`config.mk`:
```
export PLATFORM = sky130hd
export DESIGN_NAME = avg_rmw_ctrl
export DESIGN_NICKNAME = d
export VERILOG_FILES = /design/src/rtl/avg_rmw_ctrl_pkg.sv /design/src/rtl/avg_rmw_ctrl.sv
export SDC_FILE = /design/constraint.sdc
export NUM_CORES = 1
export LEC_CHECK = 0
export BUFFER_PORTS_ARGS = -buffer_cell sky130_fd_sc_hd__buf_2
export CAP_MARGIN = 20
export CORE_MARGIN = 5
export CORE_UTILIZATION = 51
export DETAILED_ROUTE_END_ITERATION = 12
export PLACE_DENSITY_LB_ADDON = 0.12
export SLEW_MARGIN = 30
export SYNTH_ARGS = -nofsm -noshare
export SYNTH_HDL_FRONTEND = slang
export SYNTH_SLANG_ARGS = --single-unit
```
`constraint.sdc`:
```
create_clock -name iCLK -period 3.93 [get_ports iCLK]
set_input_delay 0.786 -clock iCLK [delete_from_list [all_inputs] [get_ports iCLK]]
set_output_delay 0.786 -clock iCLK [all_outputs]
set_load 0.01 [all_outputs]
```
`src/rtl/avg_rmw_ctrl_pkg.sv`:
```
// Shared definitions for the averaging read-modify-write sequencer:
// FSM states, frame-store pixel word layout and drop counter limit.
package avg_rmw_ctrl_pkg;

  typedef enum logic [2:0] {
    ST_IDLE,
    ST_READ,
    ST_WAIT_RD,
    ST_AVG,
    ST_WRITE
  } state_t;

  // Pixel word: {1'b0, R[14:10], G[9:5], B[4:0]}
  localparam int unsigned R_LSB = 10;
  localparam int unsigned G_LSB = 5;
  localparam int unsigned B_LSB = 0;
  localparam logic [15:0] PIX_MASK = 16'h7FFF;
  localparam logic [15:0] DROP_MAX = 16'hFFFF;

  function automatic logic [15:0] pack_pixel(input logic [4:0] r,
                                             input logic [4:0] g,
                                             input logic [4:0] b);
    logic [15:0] w;
    w = '0;
    w[R_LSB +: 5] = r;
    w[G_LSB +: 5] = g;
    w[B_LSB +: 5] = b;
    return w;
  endfunction

endpackage

```
`src/rtl/avg_rmw_ctrl.sv`:
```
// Read-modify-write sequencer: reads the running sum for a pixel, presents it
// to the external averager and writes the filtered word back to the frame store.
module avg_rmw_ctrl
  import avg_rmw_ctrl_pkg::*;
#(
  parameter int ADDR_W = 18
) (
  input  logic              iCLK,
  input  logic              iRST_N,
  input  logic              iDVAL,
  input  logic [4:0]        iRed,
  input  logic [4:0]        iGreen,
  input  logic [4:0]        iBlue,
  input  logic [ADDR_W-1:0] iADDR,
  input  logic              iSEED,
  output logic              oREADY,
  output logic [ADDR_W-1:0] oMEM_ADDR,
  output logic              oMEM_RD,
  output logic              oMEM_WR,
  output logic [15:0]       oMEM_WDATA,
  input  logic              iMEM_WAIT,
  input  logic [15:0]       iMEM_RDATA,
  input  logic              iMEM_RDVAL,
  output logic [4:0]        oAVG_RED,
  output logic [4:0]        oAVG_GREEN,
  output logic [4:0]        oAVG_BLUE,
  output logic [15:0]       oAVG_OLD,
  input  logic [15:0]       iAVG_NEW,
  output logic [15:0]       oDROP_CNT
);

  state_t state, state_nxt;
  logic   accept;
  logic   drop;

  // oREADY is a registered copy of "next state is IDLE", so it alone decides acceptance.
  assign accept = iDVAL & oREADY;
  assign drop   = iDVAL & ~oREADY;

  always_comb begin
    state_nxt = state;
    unique case (state)
      ST_IDLE:    if (accept) state_nxt = iSEED ? ST_WRITE : ST_READ;
      ST_READ:    if (!iMEM_WAIT) state_nxt = ST_WAIT_RD;
      ST_WAIT_RD: if (iMEM_RDVAL) state_nxt = ST_AVG;
      ST_AVG:     state_nxt = ST_WRITE;
      ST_WRITE:   if (!iMEM_WAIT) state_nxt = ST_IDLE;
      default:    state_nxt = ST_IDLE;
    endcase
  end

  always_ff @(posedge iCLK or negedge iRST_N) begin
    if (!iRST_N) begin
      state   <= ST_IDLE;
      oREADY  <= 1'b0;
      oMEM_RD <= 1'b0;
      oMEM_WR <= 1'b0;
    end else begin
      state   <= state_nxt;
      oREADY  <= (state_nxt == ST_IDLE);
      oMEM_RD <= (state_nxt == ST_READ);
      oMEM_WR <= (state_nxt == ST_WRITE);
    end
  end

  always_ff @(posedge iCLK or negedge iRST_N) begin
    if (!iRST_N) begin
      oMEM_ADDR  <= '0;
      oMEM_WDATA <= '0;
      oAVG_RED   <= '0;
      oAVG_GREEN <= '0;
      oAVG_BLUE  <= '0;
      oAVG_OLD   <= '0;
    end else begin
      if (accept) begin
        oMEM_ADDR  <= iADDR;
        oAVG_RED   <= iRed;
        oAVG_GREEN <= iGreen;
        oAVG_BLUE  <= iBlue;
        if (iSEED) oMEM_WDATA <= pack_pixel(iRed, iGreen, iBlue);
      end
      if (state == ST_WAIT_RD && iMEM_RDVAL) oAVG_OLD <= iMEM_RDATA;
      if (state == ST_AVG) oMEM_WDATA <= iAVG_NEW & PIX_MASK;
    end
  end

  always_ff @(posedge iCLK or negedge iRST_N) begin
    if (!iRST_N) begin
      oDROP_CNT <= '0;
    end else if (drop && oDROP_CNT != DROP_MAX) begin
      oDROP_CNT <= oDROP_CNT + 16'd1;
    end
  end

endmodule

```
==> key figures <==
Run status
  • Outcome: complete, no violations

Floorplan
  • Core area: approximately 6800 µm²
  • Die X: 93.9 µm
  • Initial Utilization: 0.526
  • Die area: roughly 9000 µm²
  • Die height: 93.9 µm
  • # IOs: around 160
  • Row count: 30

Logic synthesis
  • Post-synth top flop: dfrtp_1
  • Syn_nets: about 350
  • Flops & latches, synth: between 80 and 90
  • Sequential share of the synthesized area: 0.599
  • Async S/R FF share, synth: 1.00
  • Synthesized area: about 3600 µm²
  • Synth Instances: between 200 and 300
  • Syn Area/Cell: between 10 and 15 µm²
  • Number of synthesized flops with an enable pin: 0
  • Synth unique cells: 34
  • Yosys warns: 0

Global routing
  • Vias in the first global route: between 2,000 and 3,000
  • First-pass GRT wire length: roughly 13 mm
  • Initial antenna violation count: 0
  • GRT Total Usage: 0.193
  • Grt total ovfl: 0
  • Largest net degree at the start of global routing: 87

Placed design
  • Placement Setup Slack: roughly 1.5 ns
  • Placed wire-length estimate: between 5 and 6 mm
  • Port bufs: 152
  • Placer Congestion: 0.754

Clock tree
  • Total CTS buffers: 9
  • CTS Sinks: between 80 and 90
  • H-Tree Depth: 3
  • Clock-pin slew on the worst setup and hold paths: roughly 0.08 ns
  • Post-CTS setup repair buffer count: 0
  • TritonCTS clock tree: yes
  • Clock Tree Buf Depth: 2
  • Root buffer cell: clkbuf_8
  • Post-CTS Resized: 0
  • Post-CTS Hold Fix Bufs: 0
  • Clock Latency Late Sink: 0.34 ns

STA
  • Final Max Slew Viols: 0
  • Setup Skew: 0.00618 ns
  • Actual slew at the worst max-slew pin: ~0.75 ns
  • Worst hold margin: approximately 0.48 ns
  • Tmin final: approximately 2.0 ns
  • Final WS setup: around 1.9 ns
  • RSZ-0062 raised after global routing: false
  • Final setup TNS: 0 ns
  • Fin. Hold Viols: 0
  • Fin crit share: 0.509
  • Setup-failing EPs final: 0
  • F_max: around 500 MHz
  • Max-Slew Margin vs Limit: 0.499

Routing
  • First DRT Iteration DRCs: between 60 and 70
  • Drt wl/cell: 15.4 µm
  • 1st-pass router iterations: 4
  • DRT Wirelength: around 8.1 mm
  • Via Count: about 2,600
  • ANT nets after route: 0
  • Via-per-instance ratio: about 5
  • Drt drc: 0

Flow run
  • Max-Cap Viols: 0

Setup path
  • WP data required: 4.16 ns
  • Critical Path Fanout Max: 20
  • Critical path arrival: around 2.2 ns
  • CP delay by family, top: buffers and inverters
  • CP endpoint kind: register
  • Crit-path cells: buf_2 -> nand2_1 -> buf_4 -> mux2_2
  • Crit-path slowest cell: nand2_1
  • Crit path launch type: primary input
  • CP Class: primary input to register
  • Max incr delay on CP: approximately 0.50 ns
  • Worst path bufs/invs: 2

Final layout
  • Most frequent cells in the layout: buf_2, dfrtp_1, mux2_2, nand2_1, o21ai_0
  • Ant. Diodes: 0
  • Most common cell after layout, fill and taps aside: buf_2
  • Final net count: about 500
  • Layout cell share with drive strength beyond 1: 0.524
  • Area grow syn2layout: 28.5%

Power and ir drop
  • Peak supply drop: roughly 350 µV
  • Pleak: 0.00233 µW
  • Power per cell area: ~720 nW/µm²

Min path
  • Hold Path Class: primary input to async pin
Yosys cell counts (all sizes together) (5+ instances only):
cell type | count | area, µm²
buf | 5 | 30.0
clkbuf | 7 | 26.3
dfrtp | 86 | 2150
inv | 5 | 18.8
mux2 | 51 | 574
mux2i | 16 | 160
nand2 | 28 | 105
nand3 | 6 | 30.0
nand4 | 6 | 43.8
nor3 | 5 | 30.0
o21ai | 19 | 95.1
xnor2 | 10 | 87.6
power by group:
part	internal, µW	leakage (µW)	total (µW)	switching (µW)
Clock	252	0.0000869	535	283
Combinational	646	0.00119	1280	631
Sequential	1270	0.00105	1510	237
Total	2170	0.00233	3320	1150
final timing paths:
path	startpoint	end	slack, ns	depth (start not counted)
max in group asynchronous	iRST_N	oMEM_WDATA[10]	2.93	1
setup reg to reg	oREADY	oAVG_RED[4]	2.06	3
setup / recovery	iDVAL	oAVG_RED[4]	1.93	4
min in group iCLK	oDROP_CNT[15]	oDROP_CNT[15]	0.50	1
hold reg to reg	oDROP_CNT[15]	oDROP_CNT[15]	0.50	1
hold / removal	iRST_N	oAVG_OLD[9]	0.48	1
routing by layer:
metal  GRT usage  wire [µm]
met3      0.0577        667
met4      0.0794        124
met2       0.329       4000
met5           0          0
met1       0.227       3300
per-stage QoR:
| stage | std cells | cell area [µm²] | power (µW) | util |
|---|---|---|---|---|
| 6_report | 527 | 4610 | 3320 | 0.675 |
| 5_1_grt | 527 | 4610 | 3560 | 0.675 |
| 4_1_cts | 527 | 4610 | 3370 | 0.675 |
| 3_5_place_dp | 514 | 4450 | 2830 | 0.651 |
| 3_3_place_gp | 514 | 4440 | 2770 | 0.651 |
| 2_1_floorplan | 275 | 3590 | 2250 | - |
sequential cells by signal, summed over array words and instances, names as in the netlist:
register / flops
state: 3
oMEM_WDATA: 15
oMEM_ADDR: 18
oAVG_OLD: 16
oDROP_CNT: 16
oAVG_GREEN: 5
oMEM_WR: 1
oAVG_RED: 5
oAVG_BLUE: 5
oREADY: 1
oMEM_RD: 1
kinds of logic (layout without fill, tap and decap cells):
group           Yosys count  after routing  share of synthesized area
fa+ha+maj                 1              1                    0.00348
flops                    86             86                      0.599
mux                      67             67                      0.204
compound gates           30             30                     0.0547
other cells               1              1                    0.00104
buf+inv                  17            173                     0.0209
simple gates             60             60                     0.0846
xor+xnor                 13             13                     0.0317
area by class of cell:
cell class	count	area, µm²
timing repair buffer	155	790
tap	96	120
sequential	86	2150
fill	560	2220
multi-input combinational	172	1370
inverter	5	18.8
clock buffer	11	151
clock inverter	2	10.0
Note: power is estimated with default switching activity, not from simulation.
